File: config.mk
export PLATFORM = sky130hd
export DESIGN_NAME = uart_tx_arbiter
export DESIGN_NICKNAME = d
export VERILOG_FILES = /design/src/rtl/uart_tx_arbiter.sv
export SDC_FILE = /design/constraint.sdc
export NUM_CORES = 1
export LEC_CHECK = 0
export BUFFER_PORTS_ARGS = -buffer_cell sky130_fd_sc_hd__buf_2
export CAP_MARGIN = 0
export CORE_MARGIN = 2
export CORE_UTILIZATION = 35
export DETAILED_ROUTE_END_ITERATION = 10
export PLACE_DENSITY = 0.66
export SLEW_MARGIN = 10
export SYNTH_ARGS = -nofsm -noshare
export SYNTH_HDL_FRONTEND = slang
export SYNTH_SLANG_ARGS = --single-unit
File: constraint.sdc
create_clock -name clk -period 4.2 [get_ports clk]
set_input_delay 0.63 -clock clk [delete_from_list [all_inputs] [get_ports clk]]
set_output_delay 0.63 -clock clk [all_outputs]
set_load 0.05 [all_outputs]
File: src/rtl/uart_tx_arbiter.sv
// Round-robin, packet-granular arbiter that shares one UART_TX transmit
// channel among NUM_REQ byte requesters and paces writes into the UART_TX
// FIFO so that its registered occupancy always reflects the previous write.
module uart_tx_arbiter #(
    parameter int NUM_REQ    = 4,
    parameter int FIFO_DEPTH = 16,
    parameter int TIMEOUT    = 1024
) (
    input  logic                   clk,
    input  logic                   tx_rstn,
    input  logic [NUM_REQ-1:0]     req_valid,
    input  logic [8*NUM_REQ-1:0]   req_data,
    input  logic [NUM_REQ-1:0]     req_last,
    output logic [NUM_REQ-1:0]     req_ready,
    input  logic [4:0]             tx_fifo_cnt,
    input  logic                   tx_fifo_full,
    output logic [7:0]             tx_in_data,
    output logic                   tx_fifo_write,
    output logic [2:0]             grant_id,
    output logic                   busy,
    output logic                   lock_timeout
);

    // Idle-cycle counter only has to reach TIMEOUT-1 before the lock drops.
    localparam int TW = $clog2(TIMEOUT);

    typedef enum logic {
        S_IDLE,
        S_LOCK
    } state_t;

    state_t          r_state;
    state_t          w_state_nxt;

    logic [2:0]      r_grant;
    logic [2:0]      r_last_grant;
    logic [TW-1:0]   r_to_cnt;
    logic [1:0]      r_space_cnt;
    logic [7:0]      r_tx_data;
    logic            r_tx_write;
    logic            r_busy;
    logic            r_lock_timeout;

    logic            w_valid_g;
    logic            w_last_g;
    logic [7:0]      w_data_sel;
    logic            w_space_ok;
    logic            w_accept;
    logic            w_timeout_hit;
    logic [2:0]      w_pick;
    logic            w_pick_ok;
    logic [3:0]      w_sum;

    // Route the granted requester's valid/last/data onto shared wires.
    // NOTE: every always_comb output gets a default before any branch so no
    // path leaves it unassigned; otherwise synthesis infers a latch.
    always_comb begin
        w_valid_g  = 1'b0;
        w_last_g   = 1'b0;
        w_data_sel = '0;
        for (int i = 0; i < NUM_REQ; i++) begin
            if (r_grant == 3'(i)) begin
                w_valid_g  = req_valid[i];
                w_last_g   = req_last[i];
                w_data_sel = req_data[8*i +: 8];
            end
        end
    end

    // Round-robin search: first valid requester after last_grant, wrapping.
    always_comb begin
        w_pick    = '0;
        w_pick_ok = 1'b0;
        w_sum     = '0;
        for (int k = 1; k <= NUM_REQ; k++) begin
            w_sum = {1'b0, r_last_grant} + 4'(k);
            if (w_sum >= 4'(NUM_REQ)) begin
                w_sum = w_sum - 4'(NUM_REQ);
            end
            for (int i = 0; i < NUM_REQ; i++) begin
                if (!w_pick_ok && req_valid[i] && (w_sum == 4'(i))) begin
                    w_pick_ok = 1'b1;
                    w_pick    = 3'(i);
                end
            end
        end
    end

    // Two idle cycles after each accept let the registered FIFO count catch up.
    assign w_space_ok = (r_space_cnt == 2'd0);
    assign w_accept   = (r_state == S_LOCK) && w_valid_g && !tx_fifo_full &&
                        (tx_fifo_cnt < 5'(FIFO_DEPTH)) && w_space_ok;

    // Only the granted requester ever sees ready, and only on an accept.
    always_comb begin
        req_ready = '0;
        for (int i = 0; i < NUM_REQ; i++) begin
            req_ready[i] = w_accept && (r_grant == 3'(i));
        end
    end

    // Next-state logic: packet end or lock timeout returns to IDLE.
    always_comb begin
        w_state_nxt   = r_state;
        w_timeout_hit = 1'b0;
        case (r_state)
            S_IDLE: begin
                if (w_pick_ok) begin
                    w_state_nxt = S_LOCK;
                end
            end
            S_LOCK: begin
                if (w_accept && w_last_g) begin
                    w_state_nxt = S_IDLE;
                end else if (!w_valid_g && (r_to_cnt == TW'(TIMEOUT - 1))) begin
                    // A valid in the same cycle wins, so this only fires when idle.
                    w_timeout_hit = 1'b1;
                    w_state_nxt   = S_IDLE;
                end
            end
            default: begin
                w_state_nxt = S_IDLE;
            end
        endcase
    end

    // State register.
    // NOTE: clocked blocks use non-blocking assignments so every register
    // samples pre-edge values regardless of block evaluation order.
    always_ff @(posedge clk or negedge tx_rstn) begin
        if (!tx_rstn) begin
            r_state <= S_IDLE;
        end else begin
            r_state <= w_state_nxt;
        end
    end

    // Grant register and rotation pointer; rotation resumes after the last owner.
    always_ff @(posedge clk or negedge tx_rstn) begin
        if (!tx_rstn) begin
            r_grant      <= '0;
            r_last_grant <= 3'(NUM_REQ - 1);
        end else begin
            if (r_state == S_IDLE && w_pick_ok) begin
                r_grant <= w_pick;
            end
            if ((w_accept && w_last_g) || w_timeout_hit) begin
                r_last_grant <= r_grant;
            end
        end
    end

    // Lock timeout counter: counts idle LOCK cycles, clears on any valid.
    always_ff @(posedge clk or negedge tx_rstn) begin
        if (!tx_rstn) begin
            r_to_cnt <= '0;
        end else if (r_state == S_LOCK && !w_valid_g && !w_timeout_hit) begin
            r_to_cnt <= r_to_cnt + TW'(1);
        end else begin
            r_to_cnt <= '0;
        end
    end

    // Accept spacing counter.
    always_ff @(posedge clk or negedge tx_rstn) begin
        if (!tx_rstn) begin
            r_space_cnt <= '0;
        end else if (w_accept) begin
            r_space_cnt <= 2'd2;
        end else if (r_space_cnt != 2'd0) begin
            r_space_cnt <= r_space_cnt - 2'd1;
        end
    end

    // Registered outputs toward UART_TX and status; data holds between writes.
    always_ff @(posedge clk or negedge tx_rstn) begin
        if (!tx_rstn) begin
            r_tx_data      <= '0;
            r_tx_write     <= 1'b0;
            r_busy         <= 1'b0;
            r_lock_timeout <= 1'b0;
        end else begin
            r_tx_write     <= w_accept;
            r_busy         <= (w_state_nxt == S_LOCK);
            r_lock_timeout <= w_timeout_hit;
            if (w_accept) begin
                r_tx_data <= w_data_sel;
            end
        end
    end

    assign tx_in_data    = r_tx_data;
    assign tx_fifo_write = r_tx_write;
    assign grant_id      = r_grant;
    assign busy          = r_busy;
    assign lock_timeout  = r_lock_timeout;

endmodule

==> summary.md <==
| Metric | Value |
|---|---|
| Status | `completed` |
| WS Path Type | `register to primary output` |
| Mapped Nets | `188` |
| Clock Path Buffers | `2` |
| Clk Latency, worst-skew pair | `270 ps` |
| Post-route minimum period | `3362 ps` |
| Maximum clock frequency | `297.4 MHz` |
| Unrepaired setup endpoints after global routing | `no` |
| Synth Warn # | `0` |
| Fin Clk Skew | `3.220 ps` |
| Layout fillers | `406` |
| First-pass GRT wire length | `5216 um` |
| Cts bufs inserted | `3` |
| Clock root buffer | `clkbuf_8` |
| Final setup vio count | `0` |
| Final Core Density | `0.4461` |
| GPL Wtd Cong | `~0.79` |
| Post-DP HPWL | `roughly 2400 um` |
| Critical path arrival | `2730 ps` |
| CTS resizes | `0` |
| R2R Path Start | `grant_id[0]` |
| Post-Syn Area | `1548 um^2` |
| Drt first pass iters | `4` |
| Antenna violations before repair | `0` |
| Final setup margin | `838.0 ps` |
| Seq/Total Area, Yosys | `0.4382` |
| Final antenna-violating net count | `0` |
| Setup TNS | `0 ps` |
| Post-CTS Hold Buffers | `0` |
| Grt ovf | `0` |
| Area of all sequential standard cells | `slightly below 700 um^2` |
| Slew Viols, Final | `0` |
| Overall global routing resource usage | `0.1285` |
| Ant diodes | `0` |
| Initial detailed-routing violation count | `56` |
| Slew margin rel. | `0.4777` |
| Netlist cell types | `39` |
| DR vias | `1,266` |
| Number of H-tree levels | `1` |
| Post-synthesis register bit count | `27` |
| Worst EP required | `3570 ps` |
| Setup Fix Bufs, Post-CTS | `0` |
| Leak pwr | `0.9364 nW` |
| Drt drc | `0` |
| Die Footprint | `a little under 5000 um^2` |
| FP Rows | `24` |
| Crit path launch type | `register` |
| Post-synthesis area per instance | `11.22 um^2` |
| IO Pins | `between 60 and 70` |
| Core region area | `4294 um^2` |
| Commonest non-fill, non-tap cells in the layout | `buf_2, dfrtp_1, nor2_1, mux2_2, mux4_2` |
| Area taken by multi-input logic gates | `about 800 um^2` |
| Vias per cell | `5.146` |
| Place WS | `1085 ps` |
| Crit end category | `primary output` |
| # port buffers | `60` |
| Max Cap Viol | `0` |
| Final net count | `245` |
| Final Hold Vio Count | `0` |
| Routed WL per cell | `12.69 um` |
| Worst setup startpoint | `grant_id[0]` |
| Clock sinks | `27` |
| HP Class | `input port to asynchronous set/reset pin` |
| Initial core utilization | `0.3604` |
| Largest net degree at the start of global routing | `28` |
| Cell Pwr Density | `604.9 nW/um^2` |
| Hold Slack | `347.4 ps` |
| Share of cells above drive strength 1 | `0.4330` |
| Vias in the first global route | `1,190` |
| Synth Instances | `138` |
| Worst vdd ir | `0.1956 mV` |
| Die W | `slightly above 70 um` |
| Die Span Y | `about 70 um` |
| CTS tree | `built` |
| Critical Path Fanout Max | `19` |
| Crit share post-route | `0.8005` |
| Final WL | `3122 um` |
| Clk pin slew, worst setup/hold paths | `80 ps` |
| Syn-to-layout area delta | `23.77%` |
| Commonest non-fill, non-tap cell in the layout | `buf_2` |
| Cells on worst reg2reg path | `3` |
| Worst-Margin Slew | `783.5 ps` |
## cell type report
| cell class | count | area share |
|---|---|---|
| clock buffer | 3 | 0.02155 |
| clock inverter | 1 | 0.002613 |
| inverter | 6 | 0.01176 |
| multi-input combinational | 97 | 0.4193 |
| sequential | 27 | 0.3540 |
| tap | 52 | 0.03396 |
| timing repair buffer | 60 | 0.1568 |
## path summary, 6_finish.rpt
| path | to | slack, ps |
|---|---|---|
| max in group asynchronous | r_space_cnt[1] | 3480 |
| min in group clk | r_to_cnt[0] | 460 |
| worst min register to register | r_to_cnt[0] | 460 |
| worst max register to register | tx_in_data[5] | 1750 |
| worst min-delay path | grant_id[0] | 350 |
| worst max-delay path | req_ready[3] | 840 |
## per-layer routing
layer  share of wire  track usage  wire, um
met1            0.41       0.1512      1291
met3            0.10      0.04618       317
met5               0            0         0
met4          0.0080      0.01923        25
met2            0.48       0.2296      1487
## through the flow
stage	total power, W	instances	instance area [um^2]
floorplan	0.0009074	138	1548
global route	0.001244	246	1916
CTS	0.001178	246	1916
finish	0.001159	246	1916
detailed placement	0.001032	242	1869
global placement	0.001024	242	1869
## power by group
part / internal [W] / switching [W] / leakage, nW
clock network: 0.0000663 / 0.0000734 / 0.0255
registers: 0.000347 / 0.000103 / 0.341
logic: 0.000228 / 0.000341 / 0.570
total: 0.000641 / 0.000518 / 0.936
## worst max-delay path, cell delays in order, from the launching register on
cell,delay (ps)
dfrtp_1,860
mux4_2,680
nand2_1,400
inv_1,120
and3_1,200
buf_2,200
## flip-flops by register name, indices dropped and copies added, names as in the netlist
signal	flops
r_to_cnt	10
tx_in_data	8
grant_id	2
r_last_grant	2
r_space_cnt	2
busy	1
lock_timeout	1
tx_fifo_write	1
## synthesized netlist by cell type
library cell,n,area share
o22a_1,1,0.0057
mux2i_1,1,0.0065
and3b_1,1,0.0057
clkbuf_1,4,0.0097
nor2_1,15,0.036
inv_1,6,0.015
or3_1,2,0.0081
nand2b_4,1,0.0089
and3_1,5,0.020
o2111ai_1,1,0.0057
dfstp_2,2,0.034
nand2b_1,1,0.0040
o41ai_1,1,0.0057
clkbuf_2,1,0.0032
a21oi_1,1,0.0032
o21ai_0,4,0.013
buf_4,1,0.0049
nor2b_1,3,0.012
nand4_1,3,0.012
xnor2_1,2,0.011
mux4_2,7,0.10
a31oi_1,1,0.0040
mux2_2,10,0.073
and2_1,2,0.0081
buf_6,1,0.0073
mux4_1,2,0.034
o211ai_1,3,0.015
conb_1,1,0.0024
nor4bb_1,1,0.0065
nor3b_1,2,0.0097
ha_1,2,0.016
nor4_1,1,0.0040
nand3_1,6,0.019
dfrtp_1,25,0.40
nand4b_1,1,0.0057
nor3_1,4,0.013
buf_2,1,0.0032
xor2_1,6,0.034
nand2_1,6,0.015
## kinds of logic (layout without fill, tap and decap cells)
family          after synthesis  in the layout  share of synthesized area
compound gates               12             12                    0.05174
xor+xnor                      8              8                    0.04527
fa+ha+maj                     2              2                    0.01617
buf+inv                      14             70                    0.04284
flops                        27             27                     0.4382
mux                          20             20                     0.2150
other cells                   1              1                   0.002423
simple gates                 54             54                     0.1884
(Power assumes the default switching activity.)
